[config.mk]
export PLATFORM = sky130hd
export DESIGN_NAME = kv_cache_ctrl_flat
export DESIGN_NICKNAME = d
export VERILOG_FILES = /design/src/rtl/kv_cache_ctrl_pkg.sv /design/src/rtl/kv_cache_ctrl_if.sv /design/src/rtl/kv_cache_ctrl_store.sv /design/src/rtl/kv_cache_ctrl.sv /design/src/flat_wrapper.sv
export SDC_FILE = /design/constraint.sdc
export NUM_CORES = 1
export LEC_CHECK = 0
export CAP_MARGIN = 15
export CORE_ASPECT_RATIO = 0.8
export CORE_UTILIZATION = 40
export DETAILED_ROUTE_END_ITERATION = 8
export PLACE_DENSITY = 0.6
export SETUP_SLACK_MARGIN = 0.4
export SYNTH_ARGS = -nofsm -noshare
export SYNTH_HDL_FRONTEND = slang
export SYNTH_SLANG_ARGS = --single-unit
[constraint.sdc]
create_clock -name clk -period 10.3 [get_ports clk]
set_input_delay 2.06 -clock clk [delete_from_list [all_inputs] [get_ports clk]]
set_output_delay 2.06 -clock clk [all_outputs]
set_load 0.05 [all_outputs]
[src/rtl/kv_cache_ctrl_pkg.sv]
// Shared types for the key/value cache controller: bus widths in if_types_pkg,
// command and FSM encodings plus a saturating counter helper in ctrl_types_pkg.
package if_types_pkg;
   localparam int KEY_WIDTH   = 32;
   localparam int VALUE_WIDTH = 32;
endpackage

package ctrl_types_pkg;
   localparam int OP_WIDTH = 2;

   typedef enum logic [OP_WIDTH-1:0] {
      NOOP   = 2'd0,
      GET    = 2'd1,
      PUT    = 2'd2,
      DELETE = 2'd3
   } operation_e;

   typedef enum logic [1:0] {
      CTRL_ST_IDLE = 2'd0,
      CTRL_ST_SCAN = 2'd1,
      CTRL_ST_DONE = 2'd2
   } ctrl_state_e;

   function automatic logic [15:0] sat_inc16(input logic [15:0] v);
      return (v == 16'hFFFF) ? v : v + 16'd1;
   endfunction
endpackage

[src/rtl/kv_cache_ctrl_if.sv]
// Command/response bundle between the OBI front end and kv_cache_ctrl.
interface kv_cache_ctrl_if;
   import if_types_pkg::*;
   import ctrl_types_pkg::*;

   operation_e             operation_in;
   logic [KEY_WIDTH-1:0]   key_in;
   logic [VALUE_WIDTH-1:0] value_in;
   logic                   ready_out;
   logic                   op_succ_out;
   logic [VALUE_WIDTH-1:0] value_out;

   modport master (output operation_in, key_in, value_in,
                   input  ready_out, op_succ_out, value_out);
   modport slave  (input  operation_in, key_in, value_in,
                   output ready_out, op_succ_out, value_out);
endinterface

[src/rtl/kv_cache_ctrl_store.sv]
// Slot storage: valid/key/value arrays with one combinational read port and one
// write port. Only the valid bits are reset; key/value contents are don't-care when invalid.
module kv_store
   import if_types_pkg::*;
#(
   parameter int NUM_ENTRIES = 8,
   parameter int IDX_WIDTH   = $clog2(NUM_ENTRIES)
) (
   input  logic                   clk,
   input  logic                   rst_n,
   input  logic [IDX_WIDTH-1:0]   rd_idx,
   output logic                   rd_valid,
   output logic [KEY_WIDTH-1:0]   rd_key,
   output logic [VALUE_WIDTH-1:0] rd_value,
   input  logic                   wr_en,
   input  logic                   wr_set_valid,
   input  logic                   wr_clr_valid,
   input  logic [IDX_WIDTH-1:0]   wr_idx,
   input  logic [KEY_WIDTH-1:0]   wr_key,
   input  logic [VALUE_WIDTH-1:0] wr_value
);
   logic [NUM_ENTRIES-1:0] valid_q, valid_d;
   logic [KEY_WIDTH-1:0]   key_q   [NUM_ENTRIES];
   logic [VALUE_WIDTH-1:0] value_q [NUM_ENTRIES];

   // Next valid vector from set/clear requests
   always_comb begin
      valid_d = valid_q;
      if (wr_set_valid) begin
         valid_d[wr_idx] = 1'b1;
      end else if (wr_clr_valid) begin
         valid_d[wr_idx] = 1'b0;
      end else begin
         valid_d = valid_q;
      end
   end

   // Valid bits register
   always_ff @(posedge clk or negedge rst_n) begin
      if (!rst_n) valid_q <= '0;
      else        valid_q <= valid_d;
   end

   // Key/value array write
   always_ff @(posedge clk) begin
      if (wr_en) begin
         key_q[wr_idx]   <= wr_key;
         value_q[wr_idx] <= wr_value;
      end
   end

   assign rd_valid = valid_q[rd_idx];
   assign rd_key   = key_q[rd_idx];
   assign rd_value = value_q[rd_idx];
endmodule

[src/rtl/kv_cache_ctrl.sv]
// Sequential-scan key/value cache controller (IDLE -> SCAN -> DONE).
// Optional hit/miss statistics enabled by defining KV_CACHE_CTRL_STATS_EN.
module kv_cache_ctrl
   import if_types_pkg::*;
   import ctrl_types_pkg::*;
#(
   parameter int NUM_ENTRIES = 8,
   parameter int IDX_WIDTH   = $clog2(NUM_ENTRIES)
) (
   input  logic                              clk,
   input  logic                              rst_n,
   kv_cache_ctrl_if.slave                    bus,
   output logic [$clog2(NUM_ENTRIES+1)-1:0]  count_out,
   output logic [15:0]                       hit_count_out,
   output logic [15:0]                       miss_count_out
);
   localparam int CNT_W = $clog2(NUM_ENTRIES + 1);

   ctrl_state_e            state_q, state_d;
   operation_e             op_q, op_d;
   logic [KEY_WIDTH-1:0]   key_q, key_d;
   logic [VALUE_WIDTH-1:0] val_q, val_d, value_q, value_d;
   logic [IDX_WIDTH-1:0]   idx_q, idx_d, hit_idx_q, hit_idx_d, free_idx_q, free_idx_d;
   logic                   hit_q, hit_d, free_found_q, free_found_d;
   logic                   succ_q, succ_d, ready_q, ready_d;
   logic [CNT_W-1:0]       count_q, count_d;

   logic                   rd_valid, match, last;
   logic [KEY_WIDTH-1:0]   rd_key;
   logic [VALUE_WIDTH-1:0] rd_value;
   logic                   wr_en, wr_set, wr_clr;
   logic [IDX_WIDTH-1:0]   wr_idx;

   kv_store #(.NUM_ENTRIES(NUM_ENTRIES), .IDX_WIDTH(IDX_WIDTH)) u_store (
      .clk(clk), .rst_n(rst_n),
      .rd_idx(idx_q), .rd_valid(rd_valid), .rd_key(rd_key), .rd_value(rd_value),
      .wr_en(wr_en), .wr_set_valid(wr_set), .wr_clr_valid(wr_clr),
      .wr_idx(wr_idx), .wr_key(key_q), .wr_value(val_q)
   );

   assign match = rd_valid && (rd_key == key_q);
   assign last  = (idx_q == IDX_WIDTH'(NUM_ENTRIES - 1));

   // State and datapath registers
   always_ff @(posedge clk or negedge rst_n) begin
      if (!rst_n) begin
         state_q <= CTRL_ST_IDLE;  op_q <= NOOP;  key_q <= '0;  val_q <= '0;
         idx_q <= '0;  hit_idx_q <= '0;  free_idx_q <= '0;  hit_q <= 1'b0;
         free_found_q <= 1'b0;  succ_q <= 1'b0;  value_q <= '0;  ready_q <= 1'b0;
         count_q <= '0;
      end else begin
         state_q <= state_d;  op_q <= op_d;  key_q <= key_d;  val_q <= val_d;
         idx_q <= idx_d;  hit_idx_q <= hit_idx_d;  free_idx_q <= free_idx_d;  hit_q <= hit_d;
         free_found_q <= free_found_d;  succ_q <= succ_d;  value_q <= value_d;  ready_q <= ready_d;
         count_q <= count_d;
      end
   end

   // Next-state logic
   always_comb begin
      state_d = state_q;
      case (state_q)
         CTRL_ST_IDLE: state_d = (bus.operation_in != NOOP) ? CTRL_ST_SCAN : CTRL_ST_IDLE;
         CTRL_ST_SCAN: state_d = (match || last) ? CTRL_ST_DONE : CTRL_ST_SCAN;
         CTRL_ST_DONE: state_d = CTRL_ST_IDLE;
         default:      state_d = CTRL_ST_IDLE;
      endcase
   end

   // Command latch, scan bookkeeping, result capture and store update
   always_comb begin
      op_d = op_q;  key_d = key_q;  val_d = val_q;  idx_d = idx_q;
      hit_d = hit_q;  hit_idx_d = hit_idx_q;  free_found_d = free_found_q;  free_idx_d = free_idx_q;
      succ_d = succ_q;  value_d = value_q;  count_d = count_q;
      wr_en = 1'b0;  wr_set = 1'b0;  wr_clr = 1'b0;  wr_idx = hit_idx_q;
      ready_d = (state_d == CTRL_ST_DONE);
      case (state_q)
         CTRL_ST_IDLE: begin
            idx_d = '0;
            if (bus.operation_in != NOOP) begin
               op_d = bus.operation_in;  key_d = bus.key_in;  val_d = bus.value_in;
               hit_d = 1'b0;  free_found_d = 1'b0;
            end else begin
               op_d = op_q;
            end
         end
         CTRL_ST_SCAN: begin
            if (!rd_valid && !free_found_q) begin
               free_found_d = 1'b1;  free_idx_d = idx_q;
            end else begin
               free_found_d = free_found_q;
            end
            // Results are captured on entry to DONE so they are valid alongside ready_out
            if (match) begin
               hit_d = 1'b1;  hit_idx_d = idx_q;  succ_d = 1'b1;
               value_d = (op_q == GET) ? rd_value : '0;
            end else if (last) begin
               hit_d = 1'b0;  value_d = '0;
               succ_d = (op_q == PUT) && (free_found_q || !rd_valid);
            end else begin
               idx_d = idx_q + 1'b1;
            end
         end
         CTRL_ST_DONE: begin
            if (hit_q) begin
               case (op_q)
                  PUT:     begin wr_en = 1'b1; wr_set = 1'b1; end
                  DELETE:  begin
                     wr_clr = 1'b1;
                     if (count_q != '0) count_d = count_q - 1'b1;
                     else               count_d = count_q;
                  end
                  default: wr_en = 1'b0;
               endcase
            end else if ((op_q == PUT) && free_found_q) begin
               wr_en = 1'b1;  wr_set = 1'b1;  wr_idx = free_idx_q;
               if (count_q != CNT_W'(NUM_ENTRIES)) count_d = count_q + 1'b1;
               else                                count_d = count_q;
            end else begin
               wr_en = 1'b0;
            end
         end
         default: idx_d = '0;
      endcase
   end

   assign bus.ready_out   = ready_q;
   assign bus.op_succ_out = succ_q;
   assign bus.value_out   = value_q;
   assign count_out       = count_q;

`ifdef KV_CACHE_CTRL_STATS_EN
   logic [15:0] hit_cnt_q, hit_cnt_d, miss_cnt_q, miss_cnt_d;

   // Saturating hit/miss counters, bumped once per completed command
   always_comb begin
      hit_cnt_d  = hit_cnt_q;
      miss_cnt_d = miss_cnt_q;
      if (state_q == CTRL_ST_DONE) begin
         if (hit_q) hit_cnt_d  = sat_inc16(hit_cnt_q);
         else       miss_cnt_d = sat_inc16(miss_cnt_q);
      end else begin
         hit_cnt_d = hit_cnt_q;
      end
   end

   // Statistics registers
   always_ff @(posedge clk or negedge rst_n) begin
      if (!rst_n) begin
         hit_cnt_q  <= 16'd0;
         miss_cnt_q <= 16'd0;
      end else begin
         hit_cnt_q  <= hit_cnt_d;
         miss_cnt_q <= miss_cnt_d;
      end
   end

   assign hit_count_out  = hit_cnt_q;
   assign miss_count_out = miss_cnt_q;
`else
   assign hit_count_out  = 16'd0;
   assign miss_count_out = 16'd0;
`endif
endmodule
[src/flat_wrapper.sv]
// flat-port wrapper written by rule: the top's interface ports become plain ports
module kv_cache_ctrl_flat import if_types_pkg::*; import ctrl_types_pkg::*;
#(
   parameter int NUM_ENTRIES = 8,
   parameter int IDX_WIDTH   = $clog2(NUM_ENTRIES)
)
  (clk, rst_n, count_out, hit_count_out, miss_count_out, bus_operation_in, bus_key_in, bus_value_in, bus_ready_out, bus_op_succ_out, bus_value_out);
  kv_cache_ctrl_if bus_i ();
  input  logic clk;
  input  logic rst_n;
  output logic [$clog2(NUM_ENTRIES+1)-1:0] count_out;
  output logic [15:0] hit_count_out;
  output logic [15:0] miss_count_out;
  input wire logic [$bits(bus_i.operation_in)-1:0] bus_operation_in;
  input wire logic [$bits(bus_i.key_in)-1:0] bus_key_in;
  input wire logic [$bits(bus_i.value_in)-1:0] bus_value_in;
  output wire logic [$bits(bus_i.ready_out)-1:0] bus_ready_out;
  output wire logic [$bits(bus_i.op_succ_out)-1:0] bus_op_succ_out;
  output wire logic [$bits(bus_i.value_out)-1:0] bus_value_out;
  assign bus_i.operation_in = bus_operation_in;
  assign bus_i.key_in = bus_key_in;
  assign bus_i.value_in = bus_value_in;
  assign bus_ready_out = bus_i.ready_out;
  assign bus_op_succ_out = bus_i.op_succ_out;
  assign bus_value_out = bus_i.value_out;
  kv_cache_ctrl #(.NUM_ENTRIES(NUM_ENTRIES), .IDX_WIDTH(IDX_WIDTH)) u_core (.clk(clk), .rst_n(rst_n), .bus(bus_i), .count_out(count_out), .hit_count_out(hit_count_out), .miss_count_out(miss_count_out));
endmodule
Yosys cells after proc, flatten, opt, wreduce, memory -nomap -nowiden --
Memory sizes are Yosys's and may differ from the RTL's. Index checks and enable logic that the tools add are counted.
Cells by class: add/subtract/negate cells 3, order comparisons 3, equality and inequality tests 16, mux-type cells 40, bitwise gates (word level) 4, reductions and logical operators 25
Operator list (number):
- two-way mux 32 bit | 3
- == test 32 bit | 1
- two-way mux 4 bit | 5
- two-way mux 1 bit | 18
- two-way mux 8 bit | 2
- two-way mux 3 bit | 5
- nonzero test 2 bit | 6
- AND reduction 3 bit | 3
- bitwise AND 8 bit | 1
- == test 2 bit (second input constant) | 4
- less-than comparator 3 x 4 -> 1 bit (second input constant) | 2
- != test 2 bit (second input constant) | 4
- inverter 8 bit | 1
- bitwise OR 8 bit | 1
- AND reduction 2 bit | 4
- one-hot mux 3 bit (2 select lines) | 1
- logical AND 1 bit | 5
- AND reduction 5 bit | 1
- adder 4 x 1 -> 4 bit (second input constant) | 1
- == test 2 x 1 -> 1 bit (second input constant) | 2
- != test 2 x 1 -> 1 bit (second input constant) | 2
- != test 4 bit (second input constant) | 1
- one-hot mux 1 bit (2 select lines) | 2
- one-hot mux 2 bit (2 select lines) | 1
- 13 further kinds | 15
Storage, ports and cells: bits in registers 125, RAM bits 512, bits of input ports 68, output and inout bits 70, word-level logic and storage cells 107, memories 2
Memories:
- u_core.u_store.key_q | depth 8, width 32, read ports 1, clocked after Yosys merged registers in 0, write ports 1, line kv_cache_ctrl_store.sv:23 | logic [KEY_WIDTH-1:0] key_q [NUM_ENTRIES];
- u_core.u_store.value_q | depth 8, width 32, read ports 1, clocked after Yosys merged registers in 0, write ports 1, line kv_cache_ctrl_store.sv:24 | logic [VALUE_WIDTH-1:0] value_q [NUM_ENTRIES];

Depth between registers and ports, before layout --
Gate-level depths: netlist of run 1.
depth in word-level cells 13, depth in mapped cells 12, mapped depth without buffers 8

By module --
From an unflattened synthesis of run 1, not the netlist that was laid out.
Second synthesis, totals: cell total of the unflattened synthesis 1246, area, all modules 25076.6 um2
By module, submodules not included:
- kv_store | instances 1, cells an instance 789, area an instance 19688.9 um2, sequential area each 15574.9 um2
- kv_cache_ctrl | instances 1, cells an instance 457, area an instance 5387.7 um2, sequential area each 2927.8 um2

Worst setup path after synthesis of run 1 --
Ideal clock, no wire load.
path type register -> register, from reg u_core.state_q[0], to mem u_core.u_store.key_q[3][0] (enable), setup time 0.487 ns, data arrival time 4.144 ns, required time 9.813 ns, slack 5.670 ns, cell stages (with the launch flop) 8, period minus slack after synthesis 4.630 ns, cell sequence dfrtp_1 -> nor2b_1 -> nand2_1 -> nor2_1 -> nand2_1 -> mux2i_1 -> or2_2 -> nor2_1
On the way: longest elaborated chain between the ends 4, elaborated cells on any way between the ends 5, classes of those cells eq/ne: 1; mux: 4
Ends and longest elaborated chain:
- start, declared | line kv_cache_ctrl.sv:19 | ctrl_state_e state_q, state_d;
- start signal, assigned | line kv_cache_ctrl.sv:52 | state_q <= state_d; op_q <= op_d; key_q <= key_d; val_q <= val_d;
- == test 2 bit * | line kv_cache_ctrl.sv:77 | case (state_q)
- two-way mux 1 bit | line kv_cache_ctrl.sv:77
- two-way mux 1 bit | line kv_cache_ctrl_store.sv:46 | if (wr_en) begin
- two-way mux 1 bit (not written as such) | line kv_cache_ctrl_store.sv:47 | key_q[wr_idx] <= wr_key;
- end, declared | line kv_cache_ctrl_store.sv:23
Mark *: on every way between the ends. The rest lies on a longest branch, timed or not.

Worst setup path after layout of run 1 --
from reg u_core.idx_q[1], to reg u_core.value_q[0], in the netlist u_core.bus.value_out[0]
On the way: longest elaborated chain between the ends 5, elaborated cells on any way between the ends 11, classes of those cells eq/ne: 2; mux: 4; reduce/logical: 3; memory: 2
Ends and longest elaborated chain:
- start, declared | line kv_cache_ctrl.sv:23 | logic [IDX_WIDTH-1:0] idx_q, idx_d, hit_idx_q, hit_idx_d, free_idx_q, free_idx_d;
- start signal, assigned | line kv_cache_ctrl.sv:53 | idx_q <= idx_d; hit_idx_q <= hit_idx_d; free_idx_q <= free_idx_d; hit_q <= hit_d;
- memory read (8 x 32 bit) or binary-select mux 1 bit (select 3 bit) (tied branches)
- == test 32 bit or two-way mux 1 bit (tied branches) | line kv_cache_ctrl.sv:41, kv_cache_ctrl_store.sv:52
- logical AND 1 bit | line kv_cache_ctrl.sv:41 | assign match = rd_valid && (rd_key == key_q);
- nonzero test 2 bit (no line)
- AND reduction 2 bit (no line)
- end signal, assigned | line kv_cache_ctrl.sv:54 | free_found_q <= free_found_d; succ_q <= succ_d; value_q <= value_d; ready_q <= ready_d;
- end, declared | line kv_cache_ctrl.sv:22 | logic [VALUE_WIDTH-1:0] val_q, val_d, value_q, value_d;
Parallel ways exist; a longest one is shown, timed or not. The select of a mux whose other input is x is not followed. A chain may end at the register's enable or synchronous reset.

==> results by group, run 1 <==
Placement
  • PortBufs: 105
  • Area after DPL: 0.0269 mm²
  • DP Wirelength: 26900 µm
  • GPL Wtd Cong: 0.726

Global route
  • Vias in the first global route: 12338
  • First-pass GRT wire length: 77100 µm
  • Total GRT Usage: 16.4%
  • Largest net degree at the start of global routing: 67
  • GRT overflow: 0
  • Number of antenna violations at the first check in global routing: 0

STA
  • Setup Skew: 0.0172 ns
  • Final setup vio count: 0
  • Final min period: 4.73 ns
  • Hold Fails Final Rpt: 0
  • Slew Limit Fails: 0
  • Max frequency: 0.211 GHz
  • Worst slew pin tran: 1.03 ns
  • Setup TNS Final: 0 ns
  • Worst hold slack: 0.491 ns
  • Period utilisation layout: 45.9%
  • Slew headroom: 31.2%
  • RSZ-0062 raised after global routing: false

Floorplanning
  • Rows: 81
  • Full die area: 0.0635 mm²
  • Num ports: 138
  • Initial Util: 40.7%
  • Die Wd: 281 µm
  • Core Area: 0.0614 mm²
  • Die Y: 226 µm

Routing
  • Total routed wirelength: 50300 µm
  • Detail Route Antenna Nets: 0
  • First-pass iteration count of the detailed router: 5
  • Initial DRC Count: 709
  • DR WL/cell: 22.4 µm
  • Avg Vias per Cell: 5.23
  • Number of remaining DRC errors: 0
  • Vias: 11710

Layout
  • Fraction of layout cells with a size suffix above 1: 23.9%
  • Antenna Cells: 0
  • Commonest non-fill, non-tap cell in the layout: edfxtp_1
  • FILL cells: 5130
  • Layout area overhead: 16.2%
  • Final instance area: 0.0290 mm²
  • Most frequent cells in the layout: edfxtp_1 (512), dfrtp_1 (122), mux4_2 (109)
  • Final net count: 1431

Power and ir drop
  • Leakage: 9.70 nW
  • Power per cell area: 257 mW/mm²
  • Peak supply drop: 0.141 mV

Critical path
  • Most used cell, CP: buf_4
  • Crit-path max FO: 60
  • CP top delay family: buffers and inverters
  • Slowest cell on the critical path: dfrtp_4
  • Setup crit start kind: flop
  • WP data arrival: 5.18 ns
  • Crit-path max cell delay: 1.05 ns
  • Reg2reg setup slack: 5.57 ns
  • Critical path endpoint category: flop
  • CP Buf/Inv Count: 2
  • Worst setup path category: reg2reg
  • Worst Path Required: 10.75 ns
  • Crit path cell chain: buf_4 -> mux4_2 -> mux2i_1 -> xnor2_1 -> nor4_1 -> nand2_1 -> nor4_4 -> o21ai_4 -> buf_4 -> o2bb2ai_1

Clock tree
  • Clock Sinks: 637
  • Clk Latency, worst-skew pair: 0.60 ns
  • Root buffer cell: clkbuf_16
  • Post-CTS Hold Buffers: 0
  • CTS max path bufs: 3
  • Clock buffer count from CTS: 66
  • CTS tree: done
  • Setup bufs post-CTS: 0
  • Post_cts resized: 0
  • H-tree depth: 3
  • CTS clk-pin slew, worst paths: 0.06 ns

Synth
  • Synth unique cells: 55
  • Post-synth EDFFs: 512
  • Post-synthesis cell area: 0.0250 mm²
  • FFs w/ async S/R, synth: 19.6%
  • Ys flop type: edfxtp_1
  • Sequential share of the synthesized area: 74.0%
  • Number of synthesized register bits: 637
  • Avg Cell Area, Syn: 20.5 µm²
  • Synthesized instance count: 1221
  • Syn. warnings: 0

Status
  • Outcome: finished clean

Worst hold path
  • Hold Path Class: reg2reg

Flow run
  • Max_cap viols: 0
-- power by group --
part	switching (mW)	leakage, nW	internal (mW)
sequential	0.477	6.19	3.25
clock	0.960	1.05	1.36
combinational	0.652	2.47	0.780
total	2.09	9.70	5.39
-- logic make-up (layout without fill, tap and decap cells) --
family / Yosys count / count (layout) / share of synthesized area, %
buffers and inverters: 94 / 253 / 2.24
adder cells (fa/ha/maj): 5 / 5 / 0.280
flip-flops: 637 / 637 / 74.0
AND/OR/NAND/NOR: 88 / 88 / 1.98
XOR/XNOR: 28 / 28 / 0.981
AO/OA/AOI/OAI: 93 / 93 / 3.28
multiplexers: 275 / 275 / 17.2
other: 1 / 32 / 0.0150
-- state kept, by name (all words and copies together) (netlist names), named ones only --
register / count
u_core.bus.op_succ_out: 1
u_core.bus.ready_out: 1
u_core.bus.value_out: 32
u_core.count_out: 4
u_core.free_found_q: 1
u_core.free_idx_q: 3
u_core.hit_idx_q: 3
u_core.hit_q: 1
u_core.idx_q: 3
u_core.key_q: 32
u_core.op_q: 2
u_core.state_q: 2
u_core.u_store.key_q: 256
u_core.u_store.value_q: 256
u_core.val_q: 32
-- final cells by class --
cell class                 count  area [µm²]  share of cell area, %
clock inverter                22         201                  0.694
sequential                   637       18500                   63.7
multi-input combinational    521        6130                   21.1
timing repair buffer         125        1200                   4.14
inverter                       7        26.3                 0.0905
clock buffer                  99        1940                   6.67
tap                          830        1040                   3.58
-- path summary, 6_finish.rpt --
check	start	end	depth (start not counted)
setup / recovery	u_core.idx_q[1]	u_core.bus.value_out[0]	10
hold / removal	u_core.bus.value_out[2]	u_core.bus.value_out[2]	1
setup reg to reg	u_core.idx_q[1]	u_core.bus.value_out[0]	10
hold reg to reg	u_core.bus.value_out[2]	u_core.bus.value_out[2]	1
max in group asynchronous	rst_n	u_core.hit_q	2
min in group asynchronous	rst_n	u_core.key_q[17]	1
-- cell usage after synthesis, types with 2 or more instances --
cell         n  area, µm²
edfxtp_1   512      15400
dfrtp_1    125       3130
mux4_2     109       2450
mux2i_1     91        911
mux2_2      66        743
buf_4       36        270
xnor2_1     24        210
nand2_1     22       82.6
o21ai_0     22        110
buf_2       20        100
o2bb2ai_2   20        300
nor2_1      18       67.6
buf_1       13       48.8
clkbuf_1    13       48.8
o2bb2ai_1   13        114
a22oi_1     12       90.1
a21oi_1      9       45.0
nand3_1      8       40.0
inv_1        7       26.3
mux4_1       6        158
nor4_1       6       37.5
a22o_1       5       43.8
nand2b_1     5       31.3
a21o_1       4       30.0
and3_1       4       25.0
buf_6        4       45.0
ha_1         4       50.1
nor2b_1      4       25.0
nor3_1       4       20.0
xor2_1       4       35.0
mux2_1       3       33.8
nand3_2      2       20.0
nand4_1      2       12.5
o21a_1       2       15.0
o22a_1       2       17.5
-- per-stage QoR --
| stage | std cells | worst slack (ns) | power, mW | utilization [%] |
|---|---|---|---|---|
| floorplan | 1252 | 5.67 | 4.80 | - |
| global placement | 2120 | 5.49 | 5.19 | 43.8 |
| detailed placement | 2120 | 5.42 | 5.24 | 43.8 |
| CTS | 2241 | 5.45 | 7.58 | 47.3 |
| global route | 2241 | 5.22 | 7.83 | 47.3 |
| finish | 2241 | 5.57 | 7.48 | 47.3 |
-- routing by layer --
metal / track usage [%] / share of wire, %
met5: 0 / 0
met2: 26.3 / 48
met3: 3.38 / 4.3
met1: 23.0 / 46
met4: 4.12 / 1.7
Note: power is estimated with default switching activity, not from simulation.
==> inputs of run 2 (changes only) <==
PLACE_DENSITY = 0.62   (was 0.6)
clock period = 4.1 ns   (was 10.3 ns; I/O delays follow)
==> results by group, run 2 (synthesis results as in run 1) <==
Critical path
  • Worst reg2reg path depth: 10 (unchanged)
  • WP data arrival: 3.92 ns (-1.26 ns)
  • Crit-path max FO: 33 (-45%)
  • FF-to-FF Start: u_core.idx_q[0]
  • RR Endpoint: u_core.bus.value_out[2]
  • Worst Path Required: 4.54 ns (-6.21 ns)
  • Critical path endpoint category: flop
  • Reg2reg setup slack: 0.62 ns (-4.95 ns)
  • Setup crit start kind: flop
  • Worst setup path category: reg2reg
  • Critical path origin: u_core.idx_q[0]

Clock tree
  • CTS max path bufs: 3 (unchanged)
  • H-tree depth: 3 (unchanged)
  • Setup bufs post-CTS: 0 (unchanged)
  • CTS clk-pin slew, worst paths: 0.06 ns (about the same)
  • Clk Latency, worst-skew pair: 0.60 ns (about the same)
  • Clock Sinks: 637 (unchanged)
  • Clock buffer count from CTS: 66 (unchanged)
  • CTS tree: done
  • Post-CTS Hold Buffers: 0 (unchanged)
  • Post_cts resized: 0 (unchanged)
  • Root buffer cell: clkbuf_16

Placement
  • GPL Wtd Cong: 0.773 (+6.5%)
  • Area after DPL: 0.0271 mm² (+0.89%)
  • DP Wirelength: 27800 µm (+3.5%)
  • Pre-CTS setup slack: 0.485 ns (-4.93 ns)
  • PortBufs: 105 (unchanged)

Layout
  • Antenna Cells: 0 (unchanged)
  • Final Util: 47.6% (+0.34 points)
  • Fraction of layout cells with a size suffix above 1: 24.2% (+0.31 points)
  • Layout area overhead: 17.0%
  • Final net count: 1450 (+1.3%)
  • Most frequent cells in the layout: edfxtp_1 (512), dfrtp_1 (122), mux4_2 (109)
  • Final instance area: 0.0293 mm² (+0.73%)
  • Largest registers: u_core.u_store.key_q (256), u_core.u_store.value_q (256)
  • Commonest non-fill, non-tap cell in the layout: edfxtp_1

Global route
  • First-pass GRT wire length: 78700 µm (+2.1%)
  • Largest net degree at the start of global routing: 91 (+36%)
  • GRT overflow: 0 (unchanged)
  • Number of antenna violations at the first check in global routing: 0 (unchanged)
  • Total GRT Usage: 16.8% (+0.37 points)
  • Vias in the first global route: 12612 (+2.2%)

Power and ir drop
  • Net Sw Frac: 28.4% (+0.42 points)
  • Leakage: 9.79 nW (+0.94%)
  • Clock power frac: 30.3% (-0.7 points)
  • Peak supply drop: 0.328 mV (+130%)
  • Sequential power share: 48.8% (-1.0 points)
  • Cell Int Power: 13.5 mW (+150%)
  • Switching pwr: 5.36 mW (+160%)
  • Power per cell area: 646 mW/mm² (+150%)
  • Combinational Power Share: 21.0% (+1.8 points)

Floorplanning
  • Core Area: 0.0614 mm² (unchanged)
  • Die Wd: 281 µm (unchanged)
  • Initial Util: 40.7% (unchanged)
  • Num ports: 138 (unchanged)
  • Die Y: 226 µm (unchanged)
  • Full die area: 0.0635 mm² (unchanged)
  • Rows: 81 (unchanged)

Routing
  • Detail Route Antenna Nets: 0 (unchanged)
  • Initial DRC Count: 1004 (+42%)
  • First-pass iteration count of the detailed router: 5 (unchanged)
  • Total routed wirelength: 52100 µm (+3.5%)
  • DR WL/cell: 23.0 µm (+2.7%)
  • Avg Vias per Cell: 5.26 (+0.74%)
  • Vias: 11897 (+1.6%)
  • Number of remaining DRC errors: 0 (unchanged)

STA
  • Worst hold slack: 0.343 ns (-0.148 ns)
  • Final setup vio count: 0 (unchanged)
  • Slew headroom: 30.6% (-0.55 points)
  • Max frequency: 0.287 GHz (+36%)
  • Period utilisation layout: 84.9% (+39 points)
  • Setup Skew: 0.0252 ns (+0.00797 ns)
  • Setup TNS Final: 0 ns (unchanged)
  • Fin worst setup slack: 0.621 ns (-4.95 ns)
  • Final min period: 3.48 ns (-1.25 ns)
  • Hold Fails Final Rpt: 0 (unchanged)
  • Slew Limit Fails: 0 (unchanged)
  • RSZ-0062 raised after global routing: false
  • Worst slew pin tran: 1.04 ns (+0.00831 ns)

Worst hold path
  • Hold Path Class: in2async

Status
  • Outcome: finished clean

Flow run
  • Max_cap viols: 0 (unchanged)
[run 2: cell count changes in the layout (fill, tap and decap cells not counted), sizes merged]
cell and change:
clkbuf -6, bufinv +1, buf +19, clkinv +5
[run 2: power groups by stage]
stage               Combinational (mW)  Clock [mW]  Sequential [mW]
detailed placement                3.88           0             9.42
floorplan                         3.22           0             8.85
CTS                               3.90        5.87             9.29
global route                      4.28        6.10             9.35
global placement                  3.85           0             9.34
finish                            3.96        5.73             9.22
[run 2: final cells by class]
type	instances	area, µm²
Fill cell	5090	32200
Sequential cell	637	18500
Multi-Input combinational cell	521	6130
Clock buffer	93	1820
Timing Repair Buffer	144	1490
Tap cell	830	1040
Clock inverter	28	246
Inverter	7	26.3
[run 2: stage by stage]
stage / std cells / total power [mW]
6_report: 2260 / 18.9
5_1_grt: 2260 / 19.7
4_1_cts: 2258 / 19.1
3_5_place_dp: 2137 / 13.3
3_3_place_gp: 2137 / 13.2
2_1_floorplan: 1252 / 12.1
[run 2: metal layers]
metal / share of wire, % / routed length, µm / global-route usage, %
met2: 47 / 24200 / 25.7
met3: 4.5 / 2360 / 3.21
met1: 48 / 24800 / 24.8
met4: 1.4 / 705 / 4.01
met5: 0 / 0 / 0
[run 2: worst max-delay path, stage by stage, from the launching register on]
cell and delay [ns]:
dfrtp_4 0.63, buf_4 0.28, nor2_1 0.54, a22oi_1 0.23, a21o_1 0.23, a21oi_1 0.14
nand4b_1 0.28, nor4_4 0.44, o21ai_4 0.10, buf_12 0.24, o2bb2ai_1 0.16
[run 2: worst max-delay path by stage]
stage / end / slack [ns] / cells past startpoint
after floorplan: u_core.u_store.key_q[3][0] / 0.53 / 7
after global placement: u_core.bus.value_out[0] / 0.55 / 11
after detailed placement: u_core.bus.value_out[2] / 0.49 / 10
after CTS: u_core.bus.value_out[2] / 0.47 / 10
after global routing: u_core.bus.value_out[2] / 0.41 / 10
final: u_core.bus.value_out[2] / 0.62 / 10
==> inputs of run 3 (changes only) <==
clock period = 3.1 ns   (was 4.1 ns; I/O delays follow)
==> results by group, run 3 (synthesis results as in run 1) <==
Floorplanning
  • Die Wd: 281 µm (unchanged)
  • Rows: 81 (unchanged)
  • Core Area: 0.0614 mm² (unchanged)
  • Num ports: 138 (unchanged)
  • Die Y: 226 µm (unchanged)
  • Initial Util: 40.7% (unchanged)
  • Full die area: 0.0635 mm² (unchanged)

Layout
  • Antenna Cells: 0 (unchanged)
  • Most frequent cells in the layout: edfxtp_1 (512), dfrtp_1 (122), mux4_2 (112)
  • Layout area overhead: 21.1%
  • Final Util: 49.3% (+1.7 points)
  • Final net count: 1513 (+4.3%)
  • FILL cells: 4963 (-2.5%)
  • Commonest non-fill, non-tap cell in the layout: edfxtp_1
  • Fraction of layout cells with a size suffix above 1: 30.2% (+6.0 points)
  • Largest registers: u_core.u_store.key_q (256), u_core.u_store.value_q (256)

Power and ir drop
  • Power per cell area: 854 mW/mm² (+32%)
  • Peak supply drop: 0.351 mV (+6.9%)
  • Leakage: 10.3 nW (+4.7%)

Routing
  • Detail Route Antenna Nets: 0 (unchanged)
  • Vias: 12120 (+1.9%)
  • Avg Vias per Cell: 5.22 (-0.76%)
  • Total routed wirelength: 53600 µm (+2.9%)
  • DR WL/cell: 23.1 µm (+0.20%)
  • First-pass iteration count of the detailed router: 5 (unchanged)
  • Number of remaining DRC errors: 0 (unchanged)
  • Initial DRC Count: 836 (-17%)

Critical path
  • Crit-path max FO: 8 (-76%)
  • Worst Path Required: 3.56 ns (-0.98 ns)
  • WP data arrival: 3.62 ns (-0.30 ns)
  • Worst setup path category: reg2reg
  • Setup crit start kind: flop
  • Critical path endpoint category: flop

STA
  • Worst slew pin tran: 0.817 ns (-0.223 ns)
  • Final setup vio count: 34 (+34)
  • Slew Limit Fails: 0 (unchanged)
  • Slew headroom: 45.4% (+15 points)
  • Period utilisation layout: 102% (+17 points)
  • Setup Skew: 0.0219 ns (-0.00333 ns)
  • Hold Fails Final Rpt: 0 (unchanged)
  • Fin worst setup slack: -0.0590 ns (-0.680 ns)
  • RSZ-0062 raised after global routing: true
  • Final min period: 3.16 ns (-0.320 ns)
  • Worst hold slack: 0.496 ns (+0.153 ns)
  • Max frequency: 0.317 GHz (+10%)

Clock tree
  • CTS tree: done
  • Root buffer cell: clkbuf_16
  • Clk Latency, worst-skew pair: 0.59 ns (about the same)
  • H-tree depth: 3 (unchanged)
  • Clock buffer count from CTS: 66 (unchanged)
  • CTS clk-pin slew, worst paths: 0.06 ns (about the same)
  • Clock Sinks: 637 (unchanged)
  • CTS max path bufs: 3 (unchanged)

Worst hold path
  • Hold Path Class: reg2reg

Placement
  • GPL Wtd Cong: 0.753 (-2.5%)
  • PortBufs: 105 (unchanged)
  • DP Wirelength: 29400 µm (+5.5%)

Global route
  • GRT overflow: 0 (unchanged)
  • Vias in the first global route: 12848 (+1.9%)
  • First-pass GRT wire length: 80700 µm (+2.5%)
  • Number of antenna violations at the first check in global routing: 0 (unchanged)
  • Largest net degree at the start of global routing: 49 (-46%)
  • Total GRT Usage: 17.2% (+0.38 points)

Status
  • Outcome: complete, but fails checks
  • Failing checks: negative setup slack

Flow run
  • Max_cap viols: 0 (unchanged)
## run 3: cell types whose count changed in the layout (fill, tap and decap cells not counted), sizes merged, moves of 2 or more
cell / previous run / this run
bufinv: 3 / 5
inv: 12 / 8
buf: 40 / 99
clkbuf: 93 / 96
## run 3: cell type report
cell class / instances / area, µm² / area share (%)
multi-input cells: 521 / 6350 / 21.0
well taps: 830 / 1040 / 3.43
inverters: 7 / 26.3 / 0.0868
clock inverters: 24 / 256 / 0.847
clock buffers: 94 / 1820 / 6.01
flip-flops and latches: 637 / 18500 / 61.1
repair buffers: 207 / 2280 / 7.53
## run 3: timing repair
action / CTS / global route
endpoints found under the hold margin: 39 / 0
resized for setup: 20 / 40
buffers inserted: 10 / 10
hold buffers: 1 / 0
gates cloned: 2 / 3
pin swaps: 5 / 12
setup endpoints to repair: 43 / 64
## run 3: report_power, final
part | switching, mW | internal (mW) | total [mW]
sequential | 1.28 | 10.8 | 12.1
combinational | 2.83 | 3.30 | 6.13
clock | 3.13 | 4.51 | 7.65
total | 7.24 | 18.6 | 25.9
## run 3: path summary, 6_finish.rpt
check,start,end,cells past startpoint,slack (ns)
worst max-delay path,u_core.idx_q[1],u_core.bus.value_out[28],11,-0.06
min in group asynchronous,rst_n,u_core.key_q[21],2,0.55
worst min register to register,u_core.bus.value_out[11],u_core.bus.value_out[11],1,0.50
worst max register to register,u_core.idx_q[1],u_core.bus.value_out[28],11,-0.06
max in group asynchronous,rst_n,u_core.count_out[1],3,1.86
worst min-delay path,u_core.bus.value_out[11],u_core.bus.value_out[11],1,0.50
## run 3: per-stage QoR
stage	TNS, ns	area (µm²)	total power, mW	worst slack [ns]	std cells
after floorplan	0	25200	16.0	0.369	1252
after global placement	-3.60	27600	17.7	-0.112	2176
after detailed placement	-4.43	27600	17.9	-0.139	2176
after CTS	-0.0312	29900	25.7	-0.00875	2307
after global routing	-4.21	30300	27.0	-0.137	2320
final	-0.989	30300	25.9	-0.0590	2320
## run 3: critical path, cell delays in order (launching register included)
cell and delay (ns):
dfrtp_4 0.53, buf_12 0.16, buf_6 0.11, mux4_2 0.43
mux2i_2 0.21, xnor2_2 0.12, a2111oi_4 0.38, nand4_4 0.19
nor4_4 0.33, o21ai_4 0.17, clkbuf_16 0.27, o2bb2ai_1 0.13
## run 3: per-layer routing
| layer | global-route usage (%) | wire length [µm] | vias up |
|---|---|---|---|
| met5 | 0 | 0 | - |
| met3 | 3.03 | 2400 | 63 |
| met1 | 24.7 | 24700 | 6437 |
| li1 | - | - | 5327 |
| met2 | 27.1 | 25500 | 293 |
| met4 | 4.28 | 898 | 0 |
